<file path="src/rtl/alu_ctrl_if.sv">
// rtl/alu_ctrl_if.sv - handshake and decoded-control bundle for alu_ctrl_stage
interface alu_ctrl_if;
   logic        in_valid;
   logic        in_ready;
   logic [31:0] instr;
   logic        flush;
   logic        out_valid;
   logic        out_ready;
   logic [5:0]  alu_fun;
   logic        sign;
   logic        src1_shamt;
   logic        src2_imm;
   logic [31:0] imm_ext;
   logic [4:0]  shamt;
   logic        illegal;

   modport slave (
      input  in_valid, instr, flush, out_ready,
      output in_ready, out_valid, alu_fun, sign, src1_shamt, src2_imm,
             imm_ext, shamt, illegal
   );

   modport master (
      output in_valid, instr, flush, out_ready,
      input  in_ready, out_valid, alu_fun, sign, src1_shamt, src2_imm,
             imm_ext, shamt, illegal
   );
endinterface

</file>
<file path="src/rtl/alu_ctrl_stage.sv">
// rtl/alu_ctrl_stage.sv - MIPS opcode/funct to ALU control decode with one-entry output register
module alu_ctrl_stage #(
   parameter logic [5:0] ILLEGAL_FUN = 6'b011010
) (
   input  logic        clk,
   input  logic        reset,
   alu_ctrl_if.slave   bus
);
   localparam logic [5:0] F_ADD = 6'b000000, F_SUB = 6'b000001;
   localparam logic [5:0] F_AND = 6'b011000, F_OR  = 6'b011110;
   localparam logic [5:0] F_XOR = 6'b010110, F_NOR = 6'b010001;
   localparam logic [5:0] F_SLL = 6'b100000, F_SRL = 6'b100001, F_SRA = 6'b100011;
   localparam logic [5:0] F_EQ  = 6'b110011, F_NEQ = 6'b110001, F_LT  = 6'b110101;
   localparam logic [5:0] F_LEZ = 6'b111101, F_LTZ = 6'b111011, F_GTZ = 6'b111111;

   typedef enum logic [1:0] {EXT_SIGN, EXT_ZERO, EXT_UPPER} ext_e;

   logic [5:0]  opcode, funct;
   logic [4:0]  rt;
   logic [15:0] imm;
   assign opcode = bus.instr[31:26];
   assign funct  = bus.instr[5:0];
   assign rt     = bus.instr[20:16];
   assign imm    = bus.instr[15:0];

   logic [5:0]  dec_fun;
   logic        dec_sign, dec_s1, dec_s2, dec_ill;
   logic [31:0] dec_imm;
   ext_e        dec_ext;

   always_comb begin
      dec_fun  = ILLEGAL_FUN;
      dec_sign = 1'b0;
      dec_s1   = 1'b0;
      dec_s2   = 1'b0;
      dec_ill  = 1'b1;
      dec_ext  = EXT_SIGN;
      dec_imm  = 32'h0;
      case (opcode)
         6'h00: begin
            dec_ill = 1'b0;
            case (funct)
               6'h20, 6'h21, 6'h08, 6'h09: begin dec_fun = F_ADD; dec_sign = (funct == 6'h20); end
               6'h22, 6'h23: begin dec_fun = F_SUB; dec_sign = (funct == 6'h22); end
               6'h24: dec_fun = F_AND;
               6'h25: dec_fun = F_OR;
               6'h26: dec_fun = F_XOR;
               6'h27: dec_fun = F_NOR;
               6'h00: begin dec_fun = F_SLL; dec_s1 = 1'b1; end
               6'h02: begin dec_fun = F_SRL; dec_s1 = 1'b1; end
               6'h03: begin dec_fun = F_SRA; dec_s1 = 1'b1; end
               6'h2A, 6'h2B: begin dec_fun = F_LT; dec_sign = (funct == 6'h2A); end
               default: dec_ill = 1'b1;
            endcase
         end
         6'h08, 6'h09: begin dec_fun = F_ADD; dec_s2 = 1'b1; dec_ill = 1'b0; dec_sign = (opcode == 6'h08); end
         6'h0C: begin dec_fun = F_AND; dec_s2 = 1'b1; dec_ill = 1'b0; dec_ext = EXT_ZERO; end
         6'h0D: begin dec_fun = F_OR;  dec_s2 = 1'b1; dec_ill = 1'b0; dec_ext = EXT_ZERO; end
         6'h0E: begin dec_fun = F_XOR; dec_s2 = 1'b1; dec_ill = 1'b0; dec_ext = EXT_ZERO; end
         6'h0F: begin dec_fun = F_OR;  dec_s2 = 1'b1; dec_ill = 1'b0; dec_ext = EXT_UPPER; end
         6'h0A, 6'h0B: begin dec_fun = F_LT; dec_s2 = 1'b1; dec_ill = 1'b0; dec_sign = (opcode == 6'h0A); end
         6'h23, 6'h2B: begin dec_fun = F_ADD; dec_s2 = 1'b1; dec_ill = 1'b0; end
         6'h04: begin dec_fun = F_EQ;  dec_sign = 1'b1; dec_ill = 1'b0; end
         6'h05: begin dec_fun = F_NEQ; dec_sign = 1'b1; dec_ill = 1'b0; end
         6'h06: begin dec_fun = F_LEZ; dec_sign = 1'b1; dec_ill = 1'b0; end
         6'h07: begin dec_fun = F_GTZ; dec_sign = 1'b1; dec_ill = 1'b0; end
         // REGIMM: only bltz (rt=0) is supported
         6'h01: begin
            if (rt == 5'd0) begin
               dec_fun  = F_LTZ;
               dec_sign = 1'b1;
               dec_ill  = 1'b0;
            end
         end
         6'h02, 6'h03: begin dec_fun = F_ADD; dec_ill = 1'b0; end
         default: ;
      endcase
      // an undecodable entry must carry no operand selects or immediate
      if (dec_ill) begin
         dec_fun  = ILLEGAL_FUN;
         dec_sign = 1'b0;
         dec_s1   = 1'b0;
         dec_s2   = 1'b0;
      end else begin
         case (dec_ext)
            EXT_ZERO:  dec_imm = {16'h0, imm};
            EXT_UPPER: dec_imm = {imm, 16'h0};
            default:   dec_imm = {{16{imm[15]}}, imm};
         endcase
      end
   end

   logic        out_valid_q, out_valid_d;
   logic [5:0]  alu_fun_q, alu_fun_d;
   logic        sign_q, sign_d;
   logic        src1_shamt_q, src1_shamt_d;
   logic        src2_imm_q, src2_imm_d;
   logic [31:0] imm_ext_q, imm_ext_d;
   logic [4:0]  shamt_q, shamt_d;
   logic        illegal_q, illegal_d;
   logic        in_ready, accept, consume;

   assign in_ready = !out_valid_q || bus.out_ready;
   assign accept   = bus.in_valid && in_ready;
   assign consume  = out_valid_q && bus.out_ready;

   always_comb begin
      out_valid_d  = out_valid_q;
      alu_fun_d    = alu_fun_q;
      sign_d       = sign_q;
      src1_shamt_d = src1_shamt_q;
      src2_imm_d   = src2_imm_q;
      imm_ext_d    = imm_ext_q;
      shamt_d      = shamt_q;
      illegal_d    = illegal_q;
      if (bus.flush) begin
         out_valid_d = 1'b0;
      end else if (accept) begin
         out_valid_d  = 1'b1;
         alu_fun_d    = dec_fun;
         sign_d       = dec_sign;
         src1_shamt_d = dec_s1;
         src2_imm_d   = dec_s2;
         imm_ext_d    = dec_imm;
         shamt_d      = bus.instr[10:6];
         illegal_d    = dec_ill;
      end else if (consume) begin
         out_valid_d = 1'b0;
      end
   end

   always_ff @(posedge clk) begin
      if (reset) begin
         out_valid_q  <= 1'b0;
         alu_fun_q    <= ILLEGAL_FUN;
         sign_q       <= 1'b0;
         src1_shamt_q <= 1'b0;
         src2_imm_q   <= 1'b0;
         imm_ext_q    <= 32'h0;
         shamt_q      <= 5'd0;
         illegal_q    <= 1'b0;
      end else begin
         out_valid_q  <= out_valid_d;
         alu_fun_q    <= alu_fun_d;
         sign_q       <= sign_d;
         src1_shamt_q <= src1_shamt_d;
         src2_imm_q   <= src2_imm_d;
         imm_ext_q    <= imm_ext_d;
         shamt_q      <= shamt_d;
         illegal_q    <= illegal_d;
      end
   end

   assign bus.in_ready   = in_ready;
   assign bus.out_valid  = out_valid_q;
   assign bus.alu_fun    = alu_fun_q;
   assign bus.sign       = sign_q;
   assign bus.src1_shamt = src1_shamt_q;
   assign bus.src2_imm   = src2_imm_q;
   assign bus.imm_ext    = imm_ext_q;
   assign bus.shamt      = shamt_q;
   assign bus.illegal    = illegal_q;
endmodule

</file>
<file path="src/flat_wrapper.sv">
// flat-port wrapper written by rule: the top's interface ports become plain ports
module alu_ctrl_stage_flat 
#(
   parameter logic [5:0] ILLEGAL_FUN = 6'b011010
)
  (clk, reset, bus_in_valid, bus_instr, bus_flush, bus_out_ready, bus_in_ready, bus_out_valid, bus_alu_fun, bus_sign, bus_src1_shamt, bus_src2_imm, bus_imm_ext, bus_shamt, bus_illegal);
  alu_ctrl_if bus_i ();
  input  logic clk;
  input  logic reset;
  input wire logic [$bits(bus_i.in_valid)-1:0] bus_in_valid;
  input wire logic [$bits(bus_i.instr)-1:0] bus_instr;
  input wire logic [$bits(bus_i.flush)-1:0] bus_flush;
  input wire logic [$bits(bus_i.out_ready)-1:0] bus_out_ready;
  output wire logic [$bits(bus_i.in_ready)-1:0] bus_in_ready;
  output wire logic [$bits(bus_i.out_valid)-1:0] bus_out_valid;
  output wire logic [$bits(bus_i.alu_fun)-1:0] bus_alu_fun;
  output wire logic [$bits(bus_i.sign)-1:0] bus_sign;
  output wire logic [$bits(bus_i.src1_shamt)-1:0] bus_src1_shamt;
  output wire logic [$bits(bus_i.src2_imm)-1:0] bus_src2_imm;
  output wire logic [$bits(bus_i.imm_ext)-1:0] bus_imm_ext;
  output wire logic [$bits(bus_i.shamt)-1:0] bus_shamt;
  output wire logic [$bits(bus_i.illegal)-1:0] bus_illegal;
  assign bus_i.in_valid = bus_in_valid;
  assign bus_i.instr = bus_instr;
  assign bus_i.flush = bus_flush;
  assign bus_i.out_ready = bus_out_ready;
  assign bus_in_ready = bus_i.in_ready;
  assign bus_out_valid = bus_i.out_valid;
  assign bus_alu_fun = bus_i.alu_fun;
  assign bus_sign = bus_i.sign;
  assign bus_src1_shamt = bus_i.src1_shamt;
  assign bus_src2_imm = bus_i.src2_imm;
  assign bus_imm_ext = bus_i.imm_ext;
  assign bus_shamt = bus_i.shamt;
  assign bus_illegal = bus_i.illegal;
  alu_ctrl_stage #(.ILLEGAL_FUN(ILLEGAL_FUN)) u_core (.clk(clk), .reset(reset), .bus(bus_i));
endmodule
</file>
<file path="config.mk">
export PLATFORM = sky130hd
export DESIGN_NAME = alu_ctrl_stage_flat
export DESIGN_NICKNAME = d
export VERILOG_FILES = /design/src/rtl/alu_ctrl_if.sv /design/src/rtl/alu_ctrl_stage.sv /design/src/flat_wrapper.sv
export SDC_FILE = /design/constraint.sdc
export NUM_CORES = 1
export LEC_CHECK = 0
export ABC_AREA = 1
export ABC_CLOCK_PERIOD_IN_PS = 2900
export CAP_MARGIN = 20
export CORE_ASPECT_RATIO = 2
export CORE_MARGIN = 2
export CORE_UTILIZATION = 46
export CTS_CLUSTER_DIAMETER = 200
export DETAILED_ROUTE_END_ITERATION = 8
export HOLD_SLACK_MARGIN = 0.05
export PLACE_DENSITY = 0.86
export SYNTH_ARGS = -nofsm -noshare
export SYNTH_HDL_FRONTEND = slang
export SYNTH_SLANG_ARGS = --single-unit
</file>
<file path="constraint.sdc">
create_clock -name clk -period 2.9 [get_ports clk]
set_clock_uncertainty 0.2 [all_clocks]
set_input_delay 0.58 -clock clk [delete_from_list [all_inputs] [get_ports clk]]
set_output_delay 0.58 -clock clk [all_outputs]
set_load 0.02 [all_outputs]
</file>
### Word-level counts from Yosys, hierarchy flattened

Cells that the tools add are included.

* equality and inequality tests: 33
* multiplexer cells: 21
* bitwise logic cells: 1
* reductions and logical operators: 23

Operator list (number)
* 6-bit == test, second input constant: 12
* 6-bit case mux with 11 select lines: 1
* 32-bit case mux with 2 select lines: 1
* 6-bit by 4-bit == test with 1-bit output, second input constant: 10
* 6-bit case mux with 10 select lines: 1
* 32-bit two-way mux: 1
* 6-bit by 2-bit == test with 1-bit output, second input constant: 4
* 6-bit by 3-bit == test with 1-bit output, second input constant: 4
* 16-bit OR reduction: 1
* 15-bit OR reduction: 1
* 6-bit logical NOT: 2
* 6-bit two-way mux: 2
* 2-bit OR reduction: 6
* 1-bit two-way mux: 11
* 10-bit OR reduction: 1
* 4-bit OR reduction: 2
* 6-bit by 1-bit == test with 1-bit output, second input constant: 1
* 1-bit case mux with 3 select lines: 2
* 3-bit OR reduction: 2
* 6-bit OR reduction: 1
* 5-bit logical NOT: 1
* 1-bit case mux with 5 select lines: 1
* 2-bit case mux with 2 select lines: 1
* 2-bit by 1-bit == test with 1-bit output, second input constant: 1
* other kinds (7): 8

* bits in registers: 48
* input bits: 37
* output and inout bits: 49
* word-level logic and storage cells: 86

### Longest topological paths before layout

Gate-level depths: netlist of the first run.

* depth in word-level cells: 6
* depth in mapped cells: 12
* gate-level depth less buffers: 12

### Least setup slack after synthesis of the first run

Ideal clock, no wire load.

* path kind: input-to-reg
* from: in bus_instr[31]
* to: reg u_core.imm_ext_q[1] (netlist: u_core.bus.imm_ext[1])
* library setup time: 0.132 ns
* data arrival time: 2.345 ns
* required time: 2.568 ns
* slack: 0.222 ns
* stages: 11
* path buffers: 2
* path through: nor2_2 -> nand3_1 -> nor2_1 -> inv_1 -> ha_1 -> buf_2 -> nor2_1 -> clkbuf_1 -> nor2_1 -> nand4_1 -> a21oi_1

* cells in the longest elaborated chain, start to end: 6
* elaborated cells between the ends (all ways): 26
* those cells by class: eq/ne (19); mux (4); reduce/logical (3)

RTL lines
* from (decl): RTL line flat_wrapper.sv:11 `input wire logic [$bits(bus_i.instr)-1:0] bus_instr;`
* 6-bit by 4-bit == test with 1-bit output: RTL line alu_ctrl_stage.sv:39 `case (opcode)`
* 3-bit OR reduction (no line)
* 2-bit case mux with 2 select lines: RTL line alu_ctrl_stage.sv:39
* 2-bit == test / 2-bit by 1-bit == test with 1-bit output (equally long branches): RTL line alu_ctrl_stage.sv:85 `case (dec_ext)`
* 32-bit case mux with 2 select lines: RTL line alu_ctrl_stage.sv:85
* 32-bit two-way mux (*): RTL line alu_ctrl_stage.sv:79 `if (dec_ill) begin`
* to (signal assigned): RTL line alu_ctrl_stage.sv:148 `imm_ext_q <= imm_ext_d;`
* to (decl): RTL line alu_ctrl_stage.sv:98 `logic [31:0] imm_ext_q, imm_ext_d;`

Every way passes the cells marked *; elsewhere a longest branch is shown, timed or not.
A chain may end at the register's enable or synchronous reset.

### Worst setup path after layout of the first run

* from: in bus_out_ready
* to: out bus_in_ready

* cells in the longest elaborated chain, start to end: 1

RTL lines
* from (decl): RTL line flat_wrapper.sv:13 `input wire logic [$bits(bus_i.out_ready)-1:0] bus_out_ready;`
* 1-bit logical OR: RTL line alu_ctrl_stage.sv:103 `assign in_ready = !out_valid_q || bus.out_ready;`
* to (decl): RTL line flat_wrapper.sv:14 `output wire logic [$bits(bus_i.in_ready)-1:0] bus_in_ready;`

Every way passes these cells.

==> impl_metrics.toml, run 1 <==
[synth]
seq_area_frac_synth_pct = 37.5
synth_top_cell_by_area = "dfxtp_1"
syn_nets = 442
synth_top_area_share_pct = 37.5
synth_edf_count = 0
syn_avg_cell_area_sq_um = 6.35
synth_area_sq_mm = 0.00256
synth_ff_type = "dfxtp_1"
synthArstFlopShare_pct = 0
synthTopCellsByArea = "dfxtp_1 38%, nand2_1 17%, a21oi_1 12%"
yosysMostFrequentCell = "nand2_1"
yosysWarnings = 0
synth_cell_types = 24
synth_common_cells = "115 x nand2_1, 63 x a21oi_1, 61 x nor2_1"
synthCells = 403
synth_seq_cells = 48

[detailed_routing]
vias_per_cell = 5.38
drc = 0
drt_iter0_drc = 115
wl_per_cell_microns = 13.4
antenna_left = 0
vias = 2913
firstDrtPassIters = 5
drt_wl_total_microns = 7260

[timing]
clock.fmax_ghz = 0.391
worst_pin_slew_ns = 0.493
fin_crit_sh_pct = 88.2
final.setup.tns_ns = 0
fin_crit_ns = 2.56
slew_viol_final = 0
slew_headroom_pct = 67.0
rsz0062_at_grt = "no"
finalSetupViolCount = 0
hold_viol = 0

[cts]
numCtsBuffers = 5
clk_pin_slew_ns = 0.09
htreeDepth = 2
cts_tree = "done"
cts.path.max_buffers = 2
clock_latency_ns = 0.30
cts-hold-fix-buffers = 0
post_cts_buffers = 0
post_cts_resized = 0
clock-sinks = 48
root_buffer = "clkbuf_8"

[global_route]
grt_pass1_vias = 2799
gr-usage-met2_pct = 44.9
grt_max_degree = 46
grtUsageTotal_pct = 23.5
use_met3_pct = 3.06
overflow = 0
grt.busiest_layer = "met2"
grt_pass1_wl_microns = 11700
use_met1_pct = 23.4
antenna_found_initial = 0

[critical_path]
start_kind = "primary input"
endpoint_kind = "output pin"
reg2reg_from = "u_core.bus.out_valid$_SDFFE_PP0P_"
critical_path_class = "primary input to output pin"
reg2reg_depth = 10
worst-path-max-fanout = 3
worstReg2RegEnd = "u_core.bus.imm_ext[25]$_SDFFE_PP0P_"
worstPathRequired_ns = 2.12
crit_start = "bus_out_ready"
worstPathArrival_ns = 1.78
timing.reg2reg.setup_slack_ns = 1.08

[flow_run]
drv_cap = 0

[worst_hold_path]
hp-class = "register to register"
min_to = "u_core.bus.imm_ext[8]$_SDFFE_PP0P_"
hp-start = "u_core.bus.imm_ext[8]$_SDFFE_PP0P_"
hold_depth = 2

[finish]
fillers = 487
syn2layout_area_growth_pct = 37.2
fin_util_pct = 64.8
final_area_sq_mm = 0.00351
diodes = 0
drive_above_1_share_pct = 6.86
nets = 520

[pwr]
pwr-share-clk_pct = 30.2
p_sw_mw = 0.389
power_frac_seq_pct = 50.1
cellPowerDensity_mw_per_mm2 = 391
peakVddDrop_v = 0.000400
p_int_mw = 0.984
p_leak_nw = 1.47
p_sw_share_pct = 28.3
power_frac_comb_pct = 19.7
power_mw = 1.37

[die]
num_rows = 38
io_pins = 86
design.die.area_sq_mm = 0.00621
dieWidth_microns = 56.8
core_area_sq_mm = 0.00542
die_h_microns = 110
start_util_pct = 47.2

[place]
gp_congestion = 1.06
placedInstanceArea_sq_mm = 0.00342
place.port_buffers = 80
place_hpwl_microns = 5570

[run_status]
status = "completed"
## worst max-delay path by stage
stage | end | slack, ns | cells after the start
2_1_floorplan | u_core.bus.imm_ext[1]$_SDFFE_PP0P_ | 0.22 | 11
3_3_place_gp | u_core.bus.imm_ext[30]$_SDFFE_PP0P_ | 0.10 | 11
3_5_place_dp | u_core.bus.imm_ext[30]$_SDFFE_PP0P_ | 0.08 | 11
4_1_cts | bus_in_ready | 0.33 | 4
5_1_grt | u_core.bus.imm_ext[22]$_SDFFE_PP0P_ | 0.16 | 11
6_report | bus_in_ready | 0.34 | 4
## layout by cell type (no fill, tap or decap), drive strengths merged
cell and count:
nand2 117, clkbuf 6, o21a 1, buf 13
nand3b 1, o21bai 1, clkinv 1, dfxtp 48
clkdlybuf4s50 80, a21oi 65, a211oi 2, nand4 11
o211ai 1, o21ai 11, inv 32, ha 2
nand3 22, nor3 2, nor2 65
## registers in the layout (all words and copies together) (netlist names)
signal and count:
u_core.bus.alu_fun 6, u_core.bus.illegal 1, u_core.bus.imm_ext 32, u_core.bus.out_valid 1, u_core.bus.shamt 5, u_core.bus.sign 1, u_core.bus.src1_shamt 1, u_core.bus.src2_imm 1
## cell type report
type,instances,area [sq um],area share (%)
Clock inverter,1,8.76,0.249
Inverter,32,120,3.42
Multi-Input combinational cell,301,1370,38.9
Tap cell,60,75.1,2.14
Timing Repair Buffer,93,898,25.6
Clock buffer,6,82.6,2.35
Sequential cell,48,961,27.4
## worst max-delay path, cell delays in order
cell and delay (ns):
clkdlybuf4s50_1 0.45, nor2_1 0.05, inv_1 0.09, clkdlybuf4s50_1 0.61
## power groups by stage
stage,registers (mW),clock network (mW),logic (mW)
2_1_floorplan,0.725,0,0.123
3_3_place_gp,0.703,0,0.263
3_5_place_dp,0.703,0,0.268
4_1_cts,0.688,0.426,0.269
5_1_grt,0.690,0.448,0.295
6_report,0.688,0.414,0.271
## layer usage
metal	part of all wire, %	vias up	wire length [microns]
met5	0	-	0
met4	3.9	0	282
met3	4.3	26	313
met2	56	102	4030
met1	36	1333	2630
li1	-	1452	-
## stage by stage
stage,setup slack [ns],instances,hold WS (ns)
floorplan,0.222,403,0.345
global placement,0.104,534,0.256
detailed placement,0.0821,534,0.256
CTS,0.335,541,0.269
global route,0.161,541,0.288
finish,0.341,541,0.268
## cell families (layout without fill, tap and decap cells)
group | Yosys count | count (layout) | synth area share, %
AO/OA/AOI/OAI | 81 | 81 | 16.9
buffers and inverters | 54 | 132 | 9.04
adder cells (fa/ha/maj) | 2 | 2 | 0.977
flip-flops | 48 | 48 | 37.5
AND/OR/NAND/NOR | 218 | 218 | 35.5
(Power assumes the default switching activity.)
==> run 2: changes to the inputs <==
Settings changed: CORE_UTILIZATION 46 to 30, PLACE_DENSITY 0.86 to 0.62.
==> impl_metrics.toml, run 2 (synthesized netlist as in run 1, its figures left out) <==
[critical_path]
worst-path-max-fanout = 11
reg2reg_depth = 10
worstPathRequired_ns = 2.84
worstPathArrival_ns = 2.50
critical_path_class = "primary input to register"
endpoint_kind = "register"
start_kind = "primary input"

[die]
design.die.area_sq_mm = 0.00933
die_h_microns = 135
start_util_pct = 30.9
core_area_sq_mm = 0.00829
io_pins = 86
num_rows = 47
dieWidth_microns = 69.3

[timing]
slew_viol_final = 0
hold_viol = 0
final.setup.tns_ns = 0
fin_crit_ns = 2.55
clock.fmax_ghz = 0.392
finalSetupViolCount = 0
rsz0062_at_grt = "no"
slew_headroom_pct = 54.8
worst_pin_slew_ns = 0.676
fin_crit_sh_pct = 88.1

[finish]
mostFrequentLayoutCell = "nand2_1"
drive_above_1_share_pct = 6.85
final_area_sq_mm = 0.00366
nets = 520
syn2layout_area_growth_pct = 42.9
largest_reg_flops = 32
fin_util_pct = 44.1
mostFrequentLayoutCells = "115 x nand2_1, 80 x clkdlybuf4s50_1, 63 x a21oi_1, 61 x nor2_1, 48 x dfxtp_1"
diodes = 0
fin_cells = 580

[cts]
numCtsBuffers = 5
clk_pin_slew_ns = 0.07
cts-hold-fix-buffers = 0
root_buffer = "clkbuf_16"
post_cts_buffers = 0
clock-sinks = 48
clock_latency_ns = 0.29
cts_tree = "done"
htreeDepth = 2
post_cts_resized = 0
cts.path.max_buffers = 2

[global_route]
antenna_found_initial = 0
grt_pass1_vias = 2765
grtUsageTotal_pct = 16.0
grt_max_degree = 46
overflow = 0
grt_pass1_wl_microns = 12000

[place]
dp.cells = 572
placedInstanceArea_sq_mm = 0.00351
place_hpwl_microns = 5760
gp_congestion = 0.856
place.port_buffers = 80

[pwr]
p_leak_nw = 1.51
cellPowerDensity_mw_per_mm2 = 424
peakVddDrop_v = 0.000475

[detailed_routing]
drt_iter0_drc = 86
vias_per_cell = 4.83
antenna_left = 0
vias = 2801
drc = 0
drt_wl_total_microns = 7390
firstDrtPassIters = 4
wl_per_cell_microns = 12.7

[worst_hold_path]
hold_depth = 2
hp-class = "register to register"

[run_status]
status = "completed"

[flow_run]
drv_cap = 0
run 2: cell count changes in the layout (fill, tap and decap cells not counted):
cell and delta:
clkbuf_8 -5, clkbuf_1 +1, clkbuf_16 +5, clkinvlp_4 +1
clkinv_4 -1, buf_4 -3, buf_12 +3
run 2: final timing paths:
kind	startpoint	to	slack, ns
worst max-delay path	bus_instr[31]	u_core.bus.imm_ext[0]$_SDFFE_PP0P_	0.35
worst min-delay path	u_core.bus.imm_ext[28]$_SDFFE_PP0P_	u_core.bus.imm_ext[28]$_SDFFE_PP0P_	0.26
worst min register to register	u_core.bus.imm_ext[28]$_SDFFE_PP0P_	u_core.bus.imm_ext[28]$_SDFFE_PP0P_	0.26
worst max register to register	u_core.bus.out_valid$_SDFFE_PP0P_	u_core.bus.imm_ext[16]$_SDFFE_PP0P_	1.27
run 2: power breakdown:
part           switching (mW)  internal (mW)
combinational           0.153          0.121
sequential             0.0108          0.678
clock                   0.243          0.344
total                   0.406           1.14
run 2: cell type report:
cell class,count,area (sq um)
well taps,98,123
fillers,891,4630
flip-flops and latches,48,961
clock buffers,7,143
clock inverters,1,7.51
repair buffers,93,936
inverters,32,120
multi-input cells,301,1370
run 2: layer usage:
metal | GRT usage (%) | vias up | wire length (microns)
met3 | 2.54 | 27 | 310
li1 | - | 1450 | -
met1 | 15.5 | 1236 | 2740
met2 | 29.8 | 88 | 3970
met4 | 11.4 | 0 | 376
met5 | 0 | - | 0
run 2: critical path, stage by stage:
cell             delay (ns)
clkdlybuf4s50_1        0.44
nor2_2                 0.13
nand3_1                0.15
nor2_1                 0.21
inv_1                  0.07
ha_1                   0.35
nor2_1                 0.14
buf_4                  0.20
nor2_1                 0.06
nand4_1                0.10
a21oi_1                0.07
run 2: metrics by stage:
stage	hold WS, ns	setup slack [ns]	total power [mW]
finish	0.263	0.346	1.55
global route	0.286	0.132	1.62
CTS	0.267	0.333	1.57
detailed placement	0.257	0.0462	0.980
global placement	0.252	0.0524	0.978
floorplan	0.345	0.222	0.849
